## src/rtl/result_forwarder.sv

```systemverilog
// Result forwarder: buffers completed reduction flits in a small FIFO and presents them
// one at a time on a registered output stage with a dimension-order next-hop select.
module result_forwarder #(
  parameter logic [2:0] rank_x    = 3'b0,
  parameter logic [2:0] rank_y    = 3'b0,
  parameter logic [2:0] rank_z    = 3'b0,
  parameter int         FlitWidth = 73,
  parameter int         FifoDepth = 4
) (
  input  logic                 clk,
  input  logic                 rst,
  input  logic [FlitWidth-1:0] in_flit,
  input  logic                 in_valid,
  output logic [FlitWidth-1:0] out_flit,
  output logic [6:0]           out_port,
  output logic                 out_valid,
  input  logic                 out_ready,
  output logic [2:0]           fifo_level,
  output logic [7:0]           drop_count
);

  localparam int PtrW = (FifoDepth > 1) ? $clog2(FifoDepth) : 1;
  localparam int CntW = $clog2(FifoDepth + 1);

  typedef enum logic {EMPTY, HOLD} state_e;

  logic [FlitWidth-1:0] mem_q [FifoDepth];
  logic [PtrW-1:0]      rd_ptr_q, rd_ptr_d;
  logic [PtrW-1:0]      wr_ptr_q, wr_ptr_d;
  logic [CntW-1:0]      cnt_q, cnt_d;
  logic [7:0]           drop_q, drop_d;
  state_e               state_q, state_d;
  logic [FlitWidth-1:0] out_flit_q, out_flit_d;
  logic [6:0]           out_port_q, out_port_d;
  logic                 flit_ok, push, pop;

  function automatic logic [PtrW-1:0] ptr_inc(input logic [PtrW-1:0] p);
    return (p == PtrW'(FifoDepth - 1)) ? '0 : p + PtrW'(1);
  endfunction

  // Dimension-order routing without wraparound: resolve X first, then Y, then Z.
  function automatic logic [6:0] route(input logic [FlitWidth-1:0] f);
    logic [2:0] dx, dy, dz;
    dx = f[65:63];
    dy = f[68:66];
    dz = f[71:69];
    if (dx > rank_x)      return 7'b0000001;
    else if (dx < rank_x) return 7'b0000010;
    else if (dy > rank_y) return 7'b0000100;
    else if (dy < rank_y) return 7'b0001000;
    else if (dz > rank_z) return 7'b0010000;
    else if (dz < rank_z) return 7'b0100000;
    else                  return 7'b1000000;
  endfunction

  always_comb begin
    // NOTE: every combinational output gets a default first so no path leaves it unassigned (no latch).
    flit_ok    = in_valid && in_flit[72];
    pop        = (cnt_q != '0) && (state_q == EMPTY || out_ready);
    push       = flit_ok && (cnt_q != CntW'(FifoDepth) || pop);
    rd_ptr_d   = pop  ? ptr_inc(rd_ptr_q) : rd_ptr_q;
    wr_ptr_d   = push ? ptr_inc(wr_ptr_q) : wr_ptr_q;
    cnt_d      = cnt_q;
    drop_d     = drop_q;
    state_d    = state_q;
    out_flit_d = out_flit_q;
    out_port_d = out_port_q;

    case ({push, pop})
      2'b10:   cnt_d = cnt_q + CntW'(1);
      2'b01:   cnt_d = cnt_q - CntW'(1);
      default: cnt_d = cnt_q;
    endcase

    if (flit_ok && !push && drop_q != 8'hFF) drop_d = drop_q + 8'd1;

    // A retiring flit is replaced by the next head on the same edge when one is waiting.
    if (pop) begin
      state_d    = HOLD;
      out_flit_d = mem_q[rd_ptr_q];
      out_port_d = route(mem_q[rd_ptr_q]);
    end else if (state_q == HOLD && out_ready) begin
      state_d    = EMPTY;
      out_flit_d = '0;
      out_port_d = '0;
    end
  end

  // NOTE: flit storage has no reset; the reset pointers and count alone define what is valid.
  always_ff @(posedge clk) begin
    if (push) mem_q[wr_ptr_q] <= in_flit;
  end

  // NOTE: sequential state uses non-blocking assignments only, so all flops update together.
  always_ff @(posedge clk or posedge rst) begin
    if (rst) begin
      rd_ptr_q   <= '0;
      wr_ptr_q   <= '0;
      cnt_q      <= '0;
      drop_q     <= '0;
      state_q    <= EMPTY;
      out_flit_q <= '0;
      out_port_q <= '0;
    end else begin
      rd_ptr_q   <= rd_ptr_d;
      wr_ptr_q   <= wr_ptr_d;
      cnt_q      <= cnt_d;
      drop_q     <= drop_d;
      state_q    <= state_d;
      out_flit_q <= out_flit_d;
      out_port_q <= out_port_d;
    end
  end

  assign out_valid  = (state_q == HOLD);
  assign out_flit   = out_flit_q;
  assign out_port   = out_port_q;
  assign fifo_level = 3'(cnt_q);
  assign drop_count = drop_q;

endmodule

```

## config.mk

```make
export PLATFORM = sky130hd
export DESIGN_NAME = result_forwarder
export DESIGN_NICKNAME = d
export VERILOG_FILES = /design/src/rtl/result_forwarder.sv
export SDC_FILE = /design/constraint.sdc
export NUM_CORES = 1
export LEC_CHECK = 0
export ABC_AREA = 1
export ABC_CLOCK_PERIOD_IN_PS = 4000
export BUFFER_PORTS_ARGS = -buffer_cell sky130_fd_sc_hd__buf_2
export CORE_MARGIN = 5
export CORE_UTILIZATION = 50
export DETAILED_ROUTE_END_ITERATION = 10
export PLACE_DENSITY = 0.73
export RECOVER_POWER = 25
export SYNTH_ARGS = -nofsm -noshare
export SYNTH_HDL_FRONTEND = slang
export SYNTH_SLANG_ARGS = --single-unit
```

## constraint.sdc

```tcl
create_clock -name clk -period 4 [get_ports clk]
set_input_delay 0.4 -clock clk [delete_from_list [all_inputs] [get_ports clk]]
set_output_delay 0.4 -clock clk [all_outputs]
set_load 0.02 [all_outputs]
```

-- Yosys cells after proc, flatten, opt, wreduce, memory -nomap -nowiden
Memories as Yosys holds them, arrays and structs flattened.
Cells that the tools add are included.
W data, S select, Z words.
- word-level logic and storage cells: 55
- register bits: 96
- memories kept: 1
- RAM bits: 292
- memory list (name ; depth ; bits a word ; rd ports ; clocked after Yosys merged registers in ; wr ports ; line ; source):
    mem_q ; 4 ; 73 ; 1 ; 0 ; 1 ; 27 ; logic [FlitWidth-1:0] mem_q [FifoDepth];
- equal/unequal tests: 6
- reductions and logical operators: 12
- mux-type cells: 17
- bitwise logic cells: 1
- magnitude comparators: 6
- $add $sub $neg: 5
- operator list (operator ; count):
    $mux W73 ; 2
    $mux W7 ; 8
    $gt A3 B1 Y1 const B ; 3
    $lt A3 B1 Y1 const B ; 3
    $add A8 B1 Y8 const B ; 1
    $ne A8 B8 Y1 const B ; 1
    $eq A2 B2 Y1 const B ; 3
    $logic_and A1 B1 Y1 ; 6
    $pmux W3 S2 ; 1
    $add A2 B1 Y2 const B ; 2
    $mux W1 ; 4
    $mux W2 ; 2
    $reduce_bool A2 Y1 ; 2
    $add A3 B1 Y3 const B ; 1
    $ne A3 B3 Y1 const B ; 1
    $reduce_bool A3 Y1 ; 1
    $sub A3 B1 Y3 const B ; 1
    $eq A2 B1 Y1 const B ; 1
    $logic_or A1 B1 Y1 ; 2
    $logic_not A1 Y1 ; 1
    $not A1 Y1 ; 1

-- Longest topological paths before layout
Gate-level depths: netlist (run 1).
An unclocked memory read counts as a cell.
- depth after elaboration: 9
- depth in mapped cells: 11
- depth with buffers taken out: 11

-- Worst setup path before layout (run 1)
Ideal clock, no wire load.
- kind: register -> register
- start point: register cnt_q[0] (netlist: fifo_level[0])
- end point: memory mem_q[0][0] (enable)
- arrival time: 3.931 ns
- library setup time: 0.505 ns
- buffers on the path: 0
- cell stages (with the launch flop): 5
- slack: -0.436 ns
- data required time: 3.495 ns
- cells stage by stage: dfrtp_1 nor2_4 nand3_1 nand2_1 nor2_1
- word-level cells in the longest chain between the ends: 6
- RTL lines (what ; line ; source):
    start: declaration ; 30 ; logic [CntW-1:0] cnt_q, cnt_d;
    start signal: assignment ; 107 ; cnt_q <= cnt_d;
    $reduce_bool A3 Y1 ; 59 ; pop = (cnt_q != '0) && (state_q == EMPTY || out_ready);
    $logic_and A1 B1 Y1 ; 59 ;
    $logic_or A1 B1 Y1 (*) ; 60 ; push = flit_ok && (cnt_q != CntW'(FifoDepth) || pop);
    $logic_and A1 B1 Y1 (*) ; 60 ;
    $mux W1 (*) ; 91 ; if (push) mem_q[wr_ptr_q] <= in_flit;
    $mux W1 (not written as such) (*) ; 91 ;
    end: declaration ; 27 ;
Mark *: on every way between the ends. The rest lies on a longest branch, timed or not.

-- Worst setup path in the final report (run 1)
- start point: register rd_ptr_q[0]
- end point: register out_port_q[2] (netlist: out_port[2])
- word-level cells in the longest chain between the ends: 8
- RTL lines (what ; line ; source):
    start: declaration ; 28 ; logic [PtrW-1:0] rd_ptr_q, rd_ptr_d;
    start signal: assignment ; 105 ; rd_ptr_q <= rd_ptr_d;
    $mem_v2 Z4 W73 (*) ; -- ;
    $gt A3 B1 Y1 ; 51 ; else if (dz > rank_z) return 7'b0010000;
    $mux W7 ; 51 ;
    $mux W7 ; 50 ; else if (dy < rank_y) return 7'b0001000;
    $mux W7 ; 49 ; else if (dy > rank_y) return 7'b0000100;
    $mux W7 ; 48 ; else if (dx < rank_x) return 7'b0000010;
    $mux W7 (*) ; 47 ; if (dx > rank_x) return 7'b0000001;
    $mux W7 (*) ; 78 ; if (pop) begin
    end signal: assignment ; 111 ; out_port_q <= out_port_d;
    end: declaration ; 34 ; logic [6:0] out_port_q, out_port_d;
Marked as above.
A chain may end at the register's enable or synchronous reset.

==> results.cfg, run 1 <==
[run_status]
outcome = finished clean

[setup_path]
critPathRequiredTime_ns = 4.40
cpMostUsedCell = nand2_1
r2r.worst_path.cells = 8
worstSetupPathType = reg -> reg
startpoint_type = register
crit_path_max_fanout = 94
crit_arrival_ns = 2.95
critPathMaxStageDelay_ns = 0.85
worstSetupEndpointType = register
crit_slowest_cell = buf_4
path_cells = buf_4, nand2_1, nand3_1, nand2_1, nand2_1, nor2_1, o21ai_1, nand2_1

[logic_synthesis]
yosys.area.top_type = edfxtp_1
syn_inst = 1235
yosys-top-cells-area = edfxtp_1, dfrtp_1, nand2_1, nand3_1, buf_4
yosysMostFrequentCell = nand2_1
synthArstFlopShare_pct = 24.16
yosysUniqueCellTypes = 27
ys_ff_latch = 385
synthTopCellsByCount = nand2_1, edfxtp_1, nand3_1
synth_top_area_share_pct = 59.09
synth_edf_count = 292
seq_area_frac_synth_pct = 74.78
ys.flop_type = edfxtp_1
yosysWarnings = 0
synth_area_um2 = 14840
postSynthAreaPerCell_um2 = 12.01

[cts]
clkSinkCount = 385
clkTransAtPathRegs_ns = 0.06
h-tree-depth = 2
cts_root_buf = clkbuf_16
cts_buffer_depth = 3
cts-buffers-inserted = 40
postCtsResizedCells = 0
post-cts-setup-buffer-count = 0
hold_buffers = 0
cts_tree = built
insertion_delay_ns = 0.52

[timing]
skew_ns = 0.01388
setup_viol = 0
tightest_slew_ns = 0.9993
finalHoldViolCount = 0
rsz0062_at_grt = no
timing.hold.ws_ns = 0.1088
min_period_over_period_pct = 63.87
relSlewSlack_pct = 33.38
slew_viol_final = 0
worst_slack_ns = 1.445
max_freq_mhz = 391.4
fin_crit_ns = 2.555

[grt]
grt_pass1_wl_um = 50760
track_usage_pct = 19.18
grt_overflow = 0
grt_start_max_net_pins = 95
antenna_found_initial = 4
grt_pass1_vias = 9250

[floorplanning]
fp.dieW_um = 182.3
start_util_pct = 50.33
die_y_um = 182.3
rows = 63
ios = 169
die-area_um2 = 33220
core_area_um2 = 29480

[detailed_routing]
ant_nets = 0
routed_via_density = 5.178
vias = 9404
drc_errors = 0
routed_wl_um = 31790
wire_per_inst_um = 17.50
drt_iter0_markers = 701
dr.pass1.iters = 5

[power]
total_leakage_power_nw = 6.919
peakVddDrop_uv = 458.3
p_per_area_nw_per_um2 = 739.4

[layout]
syn_to_final_growth_pct = 15.66
layout-drive-gt1-share_pct = 13.48
fin_nets = 1478
fill_cells = 2415
stdcell_area_um2 = 17160

[placed_design]
dpl.hpwl_um = 17980
dpl_worst_slack_ns = 1.477
dpl_cell_area_um2 = 15990
place_congestion = 0.7570
portBuffers = 165

[min_path]
holdPathStages = 1
hp-class = in -> reg

[flow_run]
maxCapViolations = 0
-- placed cells by master (no fill, tap or decap), types with 2 or more instances in the layout --
cell / count
a21oi_1: 5
buf_12: 2
buf_2: 106
buf_4: 15
clkbuf_1: 73
clkbuf_16: 41
clkbuf_8: 6
clkinv_1: 5
clkinv_2: 5
conb_1: 3
dfrtp_1: 91
dfrtp_4: 2
diode_2: 2
edfxtp_1: 292
ha_1: 6
inv_1: 17
inv_2: 3
inv_4: 2
nand2_1: 480
nand3_1: 217
nor2_1: 15
nor2_4: 5
o21ai_0: 12
o21ai_1: 4
xnor2_1: 5
xor2_1: 2
-- worst max-delay path, delay by kind of cell (launching register included) --
| kind | cells | cell delay, ns |
|---|---|---|
| AND/OR/NAND/NOR | 6 | 0.55 |
| AO/OA/AOI/OAI | 1 | 0.09 |
| buffers and inverters | 1 | 0.85 |
| flip-flops | 1 | 0.84 |
-- path summary, 6_finish.rpt --
check / slack (ns) / end / from
min in group asynchronous: 0.13 / out_flit[6] / rst
hold / removal: 0.11 / mem_q[3][53] / in_flit[53]
setup reg to reg: 1.45 / out_port[2] / rd_ptr_q[0]
setup / recovery: 1.45 / out_port[2] / rd_ptr_q[0]
max in group asynchronous: 2.97 / out_flit[38] / rst
hold reg to reg: 0.46 / out_flit[9] / out_flit[9]
-- flip-flops by register name (all words and copies together), names as in the netlist --
| signal | count |
|---|---|
| drop_count | 8 |
| out_port | 4 |
| out_valid | 1 |
| fifo_level | 3 |
| out_flit | 73 |
| mem_q | 292 |
| rd_ptr_q | 2 |
| wr_ptr_q | 2 |
-- per-stage QoR --
step	cells	total power [mW]	setup TNS [ns]	util, %
finish	1816	12.69	0	58.21
global route	1815	13.53	0	58.20
CTS	1814	12.85	0	58.45
detailed placement	1742	9.366	0	54.25
global placement	1742	9.251	0	54.25
floorplan	1237	8.162	-127.27	-
-- cells by family after synthesis --
| group | after synthesis | share of synthesized area (%) |
|---|---|---|
| buffers and inverters | 90 | 3.027 |
| other | 1 | 0.02527 |
| xor gates and xnor gates | 7 | 0.4132 |
| DFF | 385 | 74.78 |
| AOI/OAI and AO/OA | 23 | 0.8770 |
| and+or+nand+nor | 722 | 20.24 |
| adders and majority gates | 7 | 0.6409 |
-- cell type report --
class	count	area, µm²	area share (%)
Multi-Input combinational cell	762	3331	19.41
Antenna cell	2	5.005	0.02916
Timing Repair Buffer	182	904.6	5.271
Clock inverter	11	76.32	0.4447
Sequential cell	385	11100	64.70
Inverter	23	92.59	0.5395
Tap cell	390	488.0	2.843
Clock buffer	61	1161	6.766
-- routing by layer --
layer,part of all wire [%],global-route usage [%],vias up
met4,1.7,4.863,4
li1,-,-,4528
met2,50,32.44,248
met5,0.088,0,-
met1,42,25.86,4579
met3,6.0,3.747,45
-- report_power, final --
group / internal [mW] / switching (mW) / leakage, nW
Clock: 2.06 / 1.41 / 0.603
Combinational: 1.11 / 2.64 / 2.52
Sequential: 5.04 / 0.434 / 3.80
Note: power is estimated with default switching activity, not from simulation.
==> inputs of run 2 (changes only) <==
- ABC_CLOCK_PERIOD_IN_PS: 4000 -> 2100
- clock period: 4 -> 2.1 ns (I/O delays scaled with it)
==> results.cfg, run 2 (synthesis gave the netlist of run 1 again) <==
[layout]
instances_no_fill = 1895
layout_commonest_cell = nand2_1
fill_cells = 2345
regMostFlops = mem_q
final_cell_mix = nand2_1, edfxtp_1, nand3_1, buf_2, dfrtp_1
largest_register_ffs = 292
syn_to_final_growth_pct = 21.94
fin_nets = 1556
layout-drive-gt1-share_pct = 13.98

[setup_path]
critPathMaxStageDelay_ns = 0.44
cpMostUsedCell = nand2_1
path_buf_inv = 3
critPathRequiredTime_ns = 2.51
crit_arrival_ns = 2.07
crit_family = flip-flops
crit_path_max_fanout = 5
crit_slowest_cell = dfrtp_1
path_cells = inv_2, a21oi_4, nand2_1, fa_1, inv_1, nand2_1, nand2_1, nand2_1, nand2_1, inv_1
worstSetupPathType = reg -> reg
worstSetupEndpointType = register
cp-startpoint = fifo_level[2]
startpoint_type = register
rr_startpoint = fifo_level[2]

[floorplanning]
fp.dieW_um = 182.3
die_y_um = 182.3
core_area_um2 = 29480
ios = 169
rows = 63
die-area_um2 = 33220
start_util_pct = 50.33

[cts]
cts_buffer_depth = 3
cts-buffers-inserted = 38
clkTransAtPathRegs_ns = 0.06
postCtsResizedCells = 0
cts_root_buf = clkbuf_16
cts_tree = built
clkSinkCount = 385
h-tree-depth = 2
insertion_delay_ns = 0.53

[run_status]
outcome = finished clean

[grt]
busiest_layer = met2
grtUsageMet3_pct = 3.329
met2_usage_pct = 32.08
grt_start_max_net_pins = 96
grt_overflow = 0
antenna_found_initial = 4
grt_use_met1_pct = 25.73
track_usage_pct = 19.17
grt_pass1_vias = 9834
grt_pass1_wl_um = 51160

[timing]
worst_slack_ns = 0.4351
min_period_over_period_pct = 79.28
max_freq_mhz = 600.7
timing.hold.ws_ns = 0.2589
skew_ns = 0.02851
finalSetupTns_ns = 0
rsz0062_at_grt = no
slew_viol_final = 0
tightest_slew_ns = 0.8227
finalHoldViolCount = 0
fin_crit_ns = 1.665
setup_viol = 0
relSlewSlack_pct = 44.85

[power]
internal_power_mw = 15.78
p_sw_share_pct = 35.51
totalPowerFinal_mw = 24.47
power.share.clock_pct = 26.6
total_leakage_power_nw = 7.308
pwr-share-seq_pct = 42.0
peakVddDrop_uv = 715.8
p_per_area_nw_per_um2 = 1352
p_sw_mw = 8.689
combPwrFrac_pct = 31.4

[detailed_routing]
vias = 9822
drc_errors = 0
routed_wl_um = 32200
ant_nets = 0
wire_per_inst_um = 16.99
dr.pass1.iters = 5
drt_iter0_markers = 685
routed_via_density = 5.183

[placed_design]
place_congestion = 0.7616
dpl_worst_slack_ns = 0.4561
portBuffers = 165
placed_cells = 1747
dpl.hpwl_um = 18270

[flow_run]
maxCapViolations = 0

[min_path]
worstHoldStart = in_valid
hp-class = in -> reg
[run 2: power groups by stage]
| stage | Clock [mW] | Combinational, mW | Sequential (mW) |
|---|---|---|---|
| after detailed placement | 0 | 7.65 | 10.4 |
| after floorplan | 0 | 4.29 | 11.3 |
| final | 6.50 | 7.69 | 10.3 |
| after global placement | 0 | 7.45 | 10.4 |
| after CTS | 6.60 | 7.79 | 10.3 |
| after global routing | 6.96 | 8.56 | 10.4 |
[run 2: worst reg2reg max path, cell delays in order (launching register included)]
cell and delay (ns):
dfrtp_1 0.44, inv_2 0.09, a21oi_4 0.19, nand2_1 0.12, fa_1 0.40, inv_1 0.06
nand2_1 0.06, nand2_1 0.06, nand2_1 0.04, nand2_1 0.05, inv_1 0.04
[run 2: layout make-up]
| cell class | instances | area, µm² | area share [%] |
|---|---|---|---|
| inverters | 23 | 91.34 | 0.5048 |
| repair buffers | 262 | 1849 | 10.22 |
| well taps | 390 | 488.0 | 2.697 |
| diodes | 3 | 7.507 | 0.04149 |
| multi-input cells | 762 | 3343 | 18.48 |
| clock buffers | 51 | 1051 | 5.809 |
| flip-flops and latches | 385 | 11110 | 61.39 |
| clock inverters | 19 | 156.4 | 0.8644 |
[run 2: routing by layer]
| layer | wire length (µm) | part of all wire (%) |
|---|---|---|
| met5 | 7 | 0.022 |
| met4 | 848 | 2.6 |
| met3 | 1925 | 6.0 |
| met2 | 15730 | 49 |
| met1 | 13690 | 43 |
[run 2: repair_timing]
action	CTS	global route
hold buffers	75	0
setup buffers	0	0
hold endpoints to repair	304	0
[run 2: metrics by stage]
stage               area [µm²]  utilization (%)
floorplan                14900                -
global placement         16200            54.94
detailed placement       16200            54.94
CTS                      18160            61.59
global route             18090            61.37
finish                   18090            61.37
[run 2: path summary, 6_finish.rpt]
check                                     end  slack [ns]  depth (start not counted)
worst max-delay path            fifo_level[2]        0.44                         10
worst max register to register  fifo_level[2]        0.44                         10
worst min register to register    out_flit[9]        0.46                          2
min in group asynchronous         out_flit[0]        0.35                          3
max in group asynchronous         rd_ptr_q[0]        1.02                          4
worst min-delay path            drop_count[0]        0.26                          5
==> inputs of run 3 (changes only) <==
- ABC_CLOCK_PERIOD_IN_PS: 2100 -> 1700
- PLACE_DENSITY: 0.73 -> 0.7
- clock period: 2.1 -> 1.7 ns (I/O delays scaled with it)
==> results.cfg, run 3 (synthesis gave the netlist of run 1 again) <==
[timing]
skew_ns = 0.01409
relSlewSlack_pct = 61.36
timing.hold.ws_ns = 0.2413
rsz0062_at_grt = yes
worst_slack_ns = 0.1172
finalSetupTns_ns = 0
setup_viol = 0
finalHoldViolCount = 0
min_period_over_period_pct = 93.11
fin_crit_ns = 1.583
max_freq_mhz = 631.8
slew_viol_final = 0
tightest_slew_ns = 0.5796

[setup_path]
startpoint_type = register
crit_path_max_fanout = 8
worstSetupEndpointType = register
crit_arrival_ns = 1.98
critPathRequiredTime_ns = 2.10
worstSetupPathType = reg -> reg

[grt]
grt_overflow = 0
track_usage_pct = 19.92
antenna_found_initial = 1
grt_start_max_net_pins = 94
grt_pass1_vias = 9884
grt_pass1_wl_um = 53050

[layout]
regMostFlops = mem_q
largest_register_ffs = 292
register_area_um2 = 11110
fin_nets = 1567
layout-drive-gt1-share_pct = 14.74
final_util_pct = 62.08
multi_input_area_um2 = 3353
fill_cells = 2327
instances_no_fill = 1904
final_cell_mix = nand2_1, edfxtp_1, nand3_1, buf_2, dfrtp_1
syn_to_final_growth_pct = 23.34
layout_commonest_cell = nand2_1

[detailed_routing]
ant_nets = 0
dr.pass1.iters = 5
drt_iter0_markers = 647
vias = 9746
routed_via_density = 5.119
drc_errors = 0
wire_per_inst_um = 17.23
routed_wl_um = 32800

[floorplanning]
die_y_um = 182.3
start_util_pct = 50.33
rows = 63
die-area_um2 = 33220
core_area_um2 = 29480
fp.dieW_um = 182.3
ios = 169

[placed_design]
place_congestion = 0.8106
placed_cells = 1756
dpl_worst_slack_ns = 0.04903
dpl.hpwl_um = 18820
portBuffers = 165

[cts]
insertion_delay_ns = 0.52
clkSinkCount = 385
cts_tree = built
cts_buffer_depth = 3
cts-buffers-inserted = 40
cts_root_buf = clkbuf_16
h-tree-depth = 2
clkTransAtPathRegs_ns = 0.06
post-cts-setup-buffer-count = 0

[power]
p_per_area_nw_per_um2 = 1688
total_leakage_power_nw = 7.397
peakVddDrop_uv = 1014

[run_status]
outcome = finished clean

[min_path]
hp-class = in -> reg

[flow_run]
maxCapViolations = 0
==> run 3: cell types whose count changed in the layout (fill, tap and decap cells not counted), moves of 2 or more <==
cell       before  now
buf_4           8   11
buf_12         14   19
clkbuf_8        3    7
clkbuf_16      39   41
diode_2         3    1
clkinv_1        6    8
inv_6           2    0
clkinv_2        9    4
==> run 3: cell type report <==
cell class / instances / area share (%)
Multi-Input combinational cell: 762 / 18.32
Clock buffer: 57 / 6.317
Inverter: 23 / 0.5059
Sequential cell: 385 / 60.70
Timing Repair Buffer: 271 / 10.83
Tap cell: 390 / 2.666
Antenna cell: 1 / 0.01367
Clock inverter: 15 / 0.6495
==> run 3: final timing paths <==
check | depth (start not counted) | slack (ns) | startpoint | endpoint
setup / recovery | 8 | 0.12 | drop_count[1] | drop_count[1]
hold / removal | 5 | 0.24 | in_valid | fifo_level[0]
setup reg to reg | 8 | 0.12 | drop_count[1] | drop_count[1]
hold reg to reg | 2 | 0.47 | out_flit[26] | out_flit[26]
max in group asynchronous | 4 | 0.88 | rst | rd_ptr_q[1]
min in group asynchronous | 4 | 0.36 | rst | drop_count[4]
==> run 3: per-stage QoR <==
| step | total power [mW] | cell area [µm²] |
|---|---|---|
| after floorplan | 19.20 | 14900 |
| after CTS | 31.18 | 18350 |
| after global placement | 22.39 | 16330 |
| final | 30.89 | 18300 |
| after detailed placement | 22.64 | 16330 |
| after global routing | 32.83 | 18300 |
==> run 3: timing repair <==
| action | 4_1_cts | 5_1_grt |
|---|---|---|
| endpoints found under the hold margin | 386 | 0 |
| setup endpoints to repair | 0 | 9 |
| resized for setup | 0 | 6 |
| hold buffers | 75 | 0 |
==> run 3: routing by layer <==
layer  vias to the layer above  share of wire, %  track usage (%)
met5                         -                 0                0
met3                        48               5.6            3.109
met2                       274                50            33.80
li1                       4709                 -                -
met4                         0               1.9            5.314
met1                      4715                43            27.18
==> run 3: worst max-delay path: stages (launching register included) <==
cell and delay (ns):
dfrtp_1 0.41, ha_2 0.24, nand3_1 0.08, nor2_1 0.18, nand3_1 0.11, nand2_2 0.17
inv_2 0.11, nand2_1 0.08, o21ai_1 0.07
==> run 3: where the power goes <==
group / internal [mW] / switching, mW / leakage [nW] / total [mW]
Combinational: 3.21 / 6.64 / 2.98 / 9.85
Sequential: 11.9 / 0.805 / 3.79 / 12.7
Clock: 5.02 / 3.34 / 0.627 / 8.36
